`config.mk`:
```
export PLATFORM = sky130hd
export DESIGN_NAME = fetch_unit_flat
export DESIGN_NICKNAME = d
export VERILOG_FILES = /design/src/rtl/fetch_unit_if.sv /design/src/rtl/fetch_unit.sv /design/src/flat_wrapper.sv
export SDC_FILE = /design/constraint.sdc
export NUM_CORES = 1
export LEC_CHECK = 0
export ABC_CLOCK_PERIOD_IN_PS = 6100
export BUFFER_PORTS_ARGS = -buffer_cell sky130_fd_sc_hd__clkbuf_2
export CAP_MARGIN = 20
export CORE_ASPECT_RATIO = 2
export CORE_MARGIN = 5
export CORE_UTILIZATION = 52
export CTS_BUF_LIST = sky130_fd_sc_hd__clkbuf_16
export CTS_CLUSTER_DIAMETER = 40
export DETAILED_ROUTE_END_ITERATION = 10
export PLACE_DENSITY = 0.93
export SYNTH_ARGS = -nofsm -noshare
export SYNTH_HDL_FRONTEND = slang
export SYNTH_SLANG_ARGS = --single-unit
```
`constraint.sdc`:
```
create_clock -name clk -period 6.1 [get_ports clk]
set_input_delay 1.83 -clock clk [delete_from_list [all_inputs] [get_ports clk]]
set_output_delay 1.83 -clock clk [all_outputs]
set_load 0.1 [all_outputs]
```
`src/rtl/fetch_unit_if.sv`:
```
// Fetch-stage bus: instruction-memory handshake, decode handoff and status.
// master = fetch_unit side, slave = memory/core side.
interface fetch_unit_if;
  logic [31:0] npc;
  logic [31:0] pc;
  logic        imem_req;
  logic [31:0] imem_addr;
  logic        imem_ack;
  logic [31:0] imem_rdata;
  logic [31:0] instr;
  logic        instr_valid;
  logic        instr_ready;
  logic        fault;
  logic [1:0]  fault_code;
  logic [31:0] retired;

  modport master (
    input  npc, imem_ack, imem_rdata, instr_ready,
    output pc, imem_req, imem_addr, instr, instr_valid, fault, fault_code, retired
  );

  modport slave (
    output npc, imem_ack, imem_rdata, instr_ready,
    input  pc, imem_req, imem_addr, instr, instr_valid, fault, fault_code, retired
  );
endinterface

```
`src/rtl/fetch_unit.sv`:
```
// Instruction-fetch stage: owns the PC, fetches one word per instruction over req/ack,
// holds it for decode, and traps misaligned next-PC targets and memory timeouts.
module fetch_unit #(
  parameter logic [31:0] RESET_PC = 32'h0000_0000,
  parameter int unsigned TIMEOUT  = 16
) (
  input  logic         clk,
  input  logic         rst,
  fetch_unit_if.master bus
);

  typedef enum logic [1:0] {StFetch, StHold, StFault} state_e;

  // Last legal wait-counter value before a missing ack becomes a fault.
  localparam logic [15:0] WaitLast = 16'(TIMEOUT - 1);

  state_e      state_q;
  logic [31:0] pc_q;
  logic [31:0] instr_q;
  logic [31:0] retired_q;
  logic [1:0]  fault_code_q;
  logic [15:0] wait_q;

  always_ff @(posedge clk) begin
    if (rst) begin
      state_q      <= StFetch;
      pc_q         <= RESET_PC;
      instr_q      <= 32'h0;
      retired_q    <= 32'h0;
      fault_code_q <= 2'b00;
      wait_q       <= 16'h0;
    end else begin
      unique case (state_q)
        StFetch: begin
          // An ack on the final wait cycle still wins over the timeout.
          if (bus.imem_ack) begin
            instr_q <= bus.imem_rdata;
            wait_q  <= 16'h0;
            state_q <= StHold;
          end else if (wait_q == WaitLast) begin
            fault_code_q <= 2'b10;
            state_q      <= StFault;
          end else begin
            wait_q <= wait_q + 16'h1;
          end
        end
        StHold: begin
          if (bus.instr_ready) begin
            if (bus.npc[1:0] == 2'b00) begin
              pc_q      <= bus.npc;
              retired_q <= retired_q + 32'h1;
              state_q   <= StFetch;
            end else begin
              fault_code_q <= 2'b01;
              state_q      <= StFault;
            end
          end
        end
        StFault: state_q <= StFault;
        default: state_q <= StFault;
      endcase
    end
  end

  assign bus.pc          = pc_q;
  assign bus.imem_addr   = pc_q;
  assign bus.imem_req    = (state_q == StFetch);
  assign bus.instr       = instr_q;
  assign bus.instr_valid = (state_q == StHold);
  assign bus.fault       = (state_q == StFault);
  assign bus.fault_code  = fault_code_q;
  assign bus.retired     = retired_q;

endmodule

```
`src/flat_wrapper.sv`:
```
// flat-port wrapper written by rule: the top's interface ports become plain ports
module fetch_unit_flat 
#(
  parameter logic [31:0] RESET_PC = 32'h0000_0000,
  parameter int unsigned TIMEOUT  = 16
)
  (clk, rst, bus_npc, bus_imem_ack, bus_imem_rdata, bus_instr_ready, bus_pc, bus_imem_req, bus_imem_addr, bus_instr, bus_instr_valid, bus_fault, bus_fault_code, bus_retired);
  fetch_unit_if bus_i ();
  input  logic clk;
  input  logic rst;
  input wire logic [$bits(bus_i.npc)-1:0] bus_npc;
  input wire logic [$bits(bus_i.imem_ack)-1:0] bus_imem_ack;
  input wire logic [$bits(bus_i.imem_rdata)-1:0] bus_imem_rdata;
  input wire logic [$bits(bus_i.instr_ready)-1:0] bus_instr_ready;
  output wire logic [$bits(bus_i.pc)-1:0] bus_pc;
  output wire logic [$bits(bus_i.imem_req)-1:0] bus_imem_req;
  output wire logic [$bits(bus_i.imem_addr)-1:0] bus_imem_addr;
  output wire logic [$bits(bus_i.instr)-1:0] bus_instr;
  output wire logic [$bits(bus_i.instr_valid)-1:0] bus_instr_valid;
  output wire logic [$bits(bus_i.fault)-1:0] bus_fault;
  output wire logic [$bits(bus_i.fault_code)-1:0] bus_fault_code;
  output wire logic [$bits(bus_i.retired)-1:0] bus_retired;
  assign bus_i.npc = bus_npc;
  assign bus_i.imem_ack = bus_imem_ack;
  assign bus_i.imem_rdata = bus_imem_rdata;
  assign bus_i.instr_ready = bus_instr_ready;
  assign bus_pc = bus_i.pc;
  assign bus_imem_req = bus_i.imem_req;
  assign bus_imem_addr = bus_i.imem_addr;
  assign bus_instr = bus_i.instr;
  assign bus_instr_valid = bus_i.instr_valid;
  assign bus_fault = bus_i.fault;
  assign bus_fault_code = bus_i.fault_code;
  assign bus_retired = bus_i.retired;
  fetch_unit #(.RESET_PC(RESET_PC), .TIMEOUT(TIMEOUT)) u_core (.clk(clk), .rst(rst), .bus(bus_i));
endmodule
```
After elaboration in Yosys (flattened, before gate mapping)
Index checks and enable logic that the tools add are counted.
- register bits: 116
- bits in latches: 0
- memory bits (writable): 0
- memory bits (read-only): 0
- output and inout bits: 133
- memories kept: 0
- add/sub/neg operators: 2
- multipliers: 0
- div/mod/pow operators: 0
- $lt $le $gt $ge: 0
- equal/unequal tests: 9
- shift-type cells: 0
- multiplexer cells: 11
- bitwise gates (word level): 0
- reduce and logical (&&, ||, !) cells: 8
- operators with widths (operator ; number):
    adder 32 x 1 -> 32 bit, second input constant ; 1
    2-to-1 mux 16 bit ; 2
    adder 16 x 1 -> 16 bit, second input constant ; 1
    == test 16 x 4 -> 1 bit, second input constant ; 1
    2-to-1 mux 2 bit ; 7
    != test 2 bit, second input constant ; 4
    one-hot mux 2 bit (2 select lines) ; 2
    AND reduction 2 bit ; 3
    AND reduction 5 bit ; 1
    logical NOT 2 bit ; 2
    != test 3 x 2 -> 1 bit, second input constant ; 1
    AND reduction 3 bit ; 1
    == test 2 x 1 -> 1 bit, second input constant ; 1
    == test 2 bit, second input constant ; 1
    != test 2 x 1 -> 1 bit, second input constant ; 1
    nonzero test 2 bit ; 1

Longest topological paths before layout
- depth in word-level cells: 4
- depth in mapped cells: 8

Least setup slack after synthesis
Ideal clock, no wire load.
- path type: reg-to-output
- from: register u_core.state_q[0]
- to: output port bus_instr_valid
- arrival: 1.976 ns
- required time: 4.270 ns
- setup slack: 2.294 ns
- stages on the path, launching flop included: 3
- cell sequence: dfxtp_1 -> clkbuf_1 -> nor2b_1
- cells in the longest elaborated chain, start to end: 1
- RTL lines (item ; RTL line ; source):
    start: declaration ; fetch_unit.sv:17 ; state_e state_q;
    start signal: assignment ; fetch_unit.sv:26 ; state_q <= StFetch;
    start signal: assignment ; fetch_unit.sv:39 ; state_q <= StHold;
    start signal: assignment ; fetch_unit.sv:42 ; state_q <= StFault;
    == test 2 x 1 -> 1 bit ; fetch_unit.sv:69 ; assign bus.instr_valid = (state_q == StHold);
    end: declaration ; flat_wrapper.sv:19 ; output wire logic [$bits(bus_i.instr_valid)-1:0] bus_instr_valid;
No other way between the ends.

Final worst setup path
- from: register u_core.state_q[0]
- to: output port bus_imem_req
- cells in the longest elaborated chain, start to end: 1
- RTL lines (item ; RTL line ; source):
    logical NOT 2 bit ; fetch_unit.sv:67 ; assign bus.imem_req = (state_q == StFetch);
    end: declaration ; flat_wrapper.sv:16 ; output wire logic [$bits(bus_i.imem_req)-1:0] bus_imem_req;
No other way between the ends.

==> impl_metrics.py <==
metrics = {
    "status": {
        "status": "finished clean",
    },
    "drt": {
        "final_routed_wirelength_across_all_metal_layers_mm": 13.7,
        "first_iter_violations": 234,
        "drc_errors": 0,
        "detail_route.first_pass.iterations": 4,
        "route.detailed.vias_per_inst": 5.49,
        "wire_per_inst_um": 15.5,
        "postRouteAntennaNets": 0,
        "vias": 4855,
    },
    "floorplan": {
        "fp.dieArea_um2": 11700,
        "pin_count": 201,
        "row_count": 50,
        "core_area_um2": 9320,
        "die_span_in_y_um": 148,
        "initial_core_util_pct": 53.1,
        "die_width_um": 79.0,
    },
    "flow_run": {
        "cap_viol_max_count": 0,
    },
    "timing": {
        "finalHoldViolCount": 0,
        "setup-violations-final": 0,
        "slew-limit-headroom_pct": 41.0,
        "tightest_slew_ps": 873,
        "finalSetupTns_ps": 0,
        "finalWorstPathRequiredPeriod_ps": 3690,
        "fmax_mhz": 271,
        "report.final.slew_viol_count": 0,
        "unrepaired_setup_endpoints_after_global_routing": "false",
        "min_period_over_period_pct": 60.5,
        "clock_skew_ps": 7.91,
    },
    "cts": {
        "cts_tree": "built",
        "cts.clk_slew.worst_paths_ps": 60,
        "cts_max_path_buffers": 2,
        "clock_sink_count": 116,
        "postCtsResizedCells": 0,
        "buffers_inserted_by_post_cts_timing_repair": 0,
        "worst_skew_pair.late_latency_ps": 400,
        "clock_tree.root_cell": "clkbuf_16",
        "cts_hold_repair.buffers": 0,
        "h_tree_depth_reported_by_cts": 4,
        "clock_buffer_count_from_cts": 17,
    },
    "setup_path": {
        "crit_type": "register to output port",
        "worst-endpoint-arrival_ps": 1860,
        "worstSetupStartpointType": "register",
        "worstPathMaxFanout": 12,
        "regToRegSetupSlack_ps": 3480,
        "worst_setup_path_end_kind": "output port",
        "rr_startpoint": "u_core.state_q[0]",
        "timing.reg2reg.worst_path_depth": 4,
        "critPathRequiredTime_ps": 4270,
        "worst_r2r_endpoint": "u_core.bus.retired[30]",
    },
    "grt": {
        "grt_first_pass_wirelength_mm": 22.2,
        "grt_pass1_vias": 4695,
        "grt_remaining_overflow": 0,
        "grtUsageTotal_pct": 23.6,
        "grt_max_degree": 57,
        "grt_antenna_before_repair": 0,
    },
    "logic_synthesis": {
        "postSynthRegisterBits": 116,
        "area_of_the_mapped_netlist_um2": 4950,
        "seq_area_frac_synth_pct": 46.9,
        "post_synth_num_cell_types": 38,
        "synthesis.area_per_instance_um2": 8.06,
        "post_synth_inst_count": 614,
        "synth_nets": 684,
        "ys.warnings.count": 0,
    },
    "placed_design": {
        "place_congestion": 0.880,
        "dp_cells": 851,
        "post-dp-hpwl_mm": 9.68,
        "port_buffers": 200,
        "dpl-instance-area_um2": 5720,
    },
    "power": {
        "vdd_drop_max_v": 0.000236,
        "p_per_area_nw_per_um2": 332,
        "p_leak_nw": 2.69,
    },
    "min_path": {
        "min_delay_worst_endpoint": "u_core.bus.instr[21]",
        "min_path_cells": 2,
        "hp-class": "register to register",
        "hold_start": "u_core.bus.instr[21]",
    },
    "cells_and_area": {
        "post_layout_nonfiller_instances": 884,
        "fin_area_um2": 6370,
        "final.fill_count": 769,
        "insertedDiodeCount": 0,
        "area_grow_syn2layout_pct": 28.8,
        "nets_finish": 837,
        "post_route_cells_drive_above_1_share_pct": 31.8,
    },
}
[metrics by stage]
stage	utilization, %	hold slack (ps)	setup slack, ps	total power (W)
floorplan	-	452	2290	0.00102
global placement	61.3	441	2110	0.00107
detailed placement	61.3	445	2060	0.00107
CTS	68.1	453	2400	0.00213
global route	68.4	474	2310	0.00219
finish	68.4	452	2410	0.00212
[flip-flops by register name, indices dropped and copies added (netlist names)]
name,cells
u_core.state_q,2
u_core.bus.instr,32
u_core.bus.retired,32
u_core.wait_q,16
u_core.bus.imem_addr,32
u_core.bus.fault_code,2
[worst max path at each step]
| stage | startpoint | to | cells past startpoint |
|---|---|---|---|
| floorplan | u_core.state_q[0] | bus_instr_valid | 2 |
| global placement | bus_npc[0] | u_core.bus.retired[30] | 5 |
| detailed placement | bus_npc[0] | u_core.bus.retired[30] | 5 |
| CTS | u_core.state_q[1] | bus_imem_req | 3 |
| global route | u_core.state_q[0] | bus_imem_req | 3 |
| finish | u_core.state_q[0] | bus_imem_req | 3 |
[cells in the final DEF (no fill, tap or decap), types with 4 or more instances in the layout]
cell	Yosys	routed
dfxtp_1	116	116
nor2_1	24	24
xnor2_1	6	6
nand2_1	146	146
nand3_1	16	16
bufinv_16	0	4
clkinvlp_4	0	6
o21ai_0	12	12
and3_1	6	6
nor2b_1	6	6
clkbuf_2	0	199
nand4_1	11	11
nor4_1	10	10
mux2_2	5	5
o31ai_1	13	13
nor3_1	7	7
or4_1	15	15
or3_1	11	11
clkbuf_16	0	17
inv_1	10	10
a21oi_1	89	89
xor2_1	6	6
and4_1	7	7
buf_4	32	5
[critical path, stage by stage, from the launching register on]
cell and delay, ps:
dfxtp_1 400, or2_2 380, inv_1 180, clkbuf_2 500
[final cells by class]
type / instances / area (µm²) / area share, %
sequential: 116 / 2320 / 36.4
multi-input combinational: 417 / 2190 / 34.4
timing repair buffer: 205 / 1060 / 16.6
clock buffer: 17 / 425 / 6.67
clock inverter: 15 / 204 / 3.20
tap: 104 / 130 / 2.04
inverter: 10 / 37.5 / 0.589
[where the power goes]
part | switching (W) | internal [W] | total (W)
Sequential | 0.0000131 | 0.000777 | 0.000790
Combinational | 0.000219 | 0.0000511 | 0.000270
Clock | 0.000369 | 0.000686 | 0.00105
Total | 0.000601 | 0.00151 | 0.00212
[routing by layer]
metal,global-route usage [%],part of all wire [%]
met5,0,0
met4,11.1,2.9
met3,5.43,5.2
met2,41.5,54
met1,26.3,38
[Yosys cell counts, drive strengths merged]
cell type	n	area share, %
nand2	146	11
dfxtp	116	47
a21oi	89	9.0
clkbuf	36	2.7
buf	35	5.4
nor2	24	1.8
nand3	16	1.6
or4	16	2.5
o31ai	13	2.0
o21ai	12	1.2
nand4	11	1.4
or3	11	1.4
inv	10	0.76
nor4	10	1.3
and4	7	1.2
nor3	7	0.71
and3	6	0.76
nor2b	6	0.76
xnor2	6	1.1
xor2	6	1.1
mux2	5	1.1
a31oi	3	0.38
and2	3	0.38
nor3b	3	0.45
o211ai	3	0.45
a31o	2	0.35
ha	2	0.51
nor4b	2	0.35
or2	2	0.25
a211o	1	0.18
a221oi	1	0.18
a311oi	1	0.18
nand2b	1	0.13
nor4bb	1	0.20
or4b	1	0.28
[kinds of logic (layout without fill, tap and decap cells)]
| kind of cell | count (synthesis) | after routing | share of synthesized area [%] |
|---|---|---|---|
| AO/OA/AOI/OAI | 125 | 125 | 13.9 |
| AND/OR/NAND/NOR | 273 | 273 | 26.6 |
| adder cells (fa/ha/maj) | 2 | 2 | 0.505 |
| flip-flops | 116 | 116 | 46.9 |
| XOR/XNOR | 12 | 12 | 2.12 |
| buffers and inverters | 81 | 247 | 8.87 |
| multiplexers | 5 | 5 | 1.14 |
No activity file was read; power rests on OpenSTA's default activity.
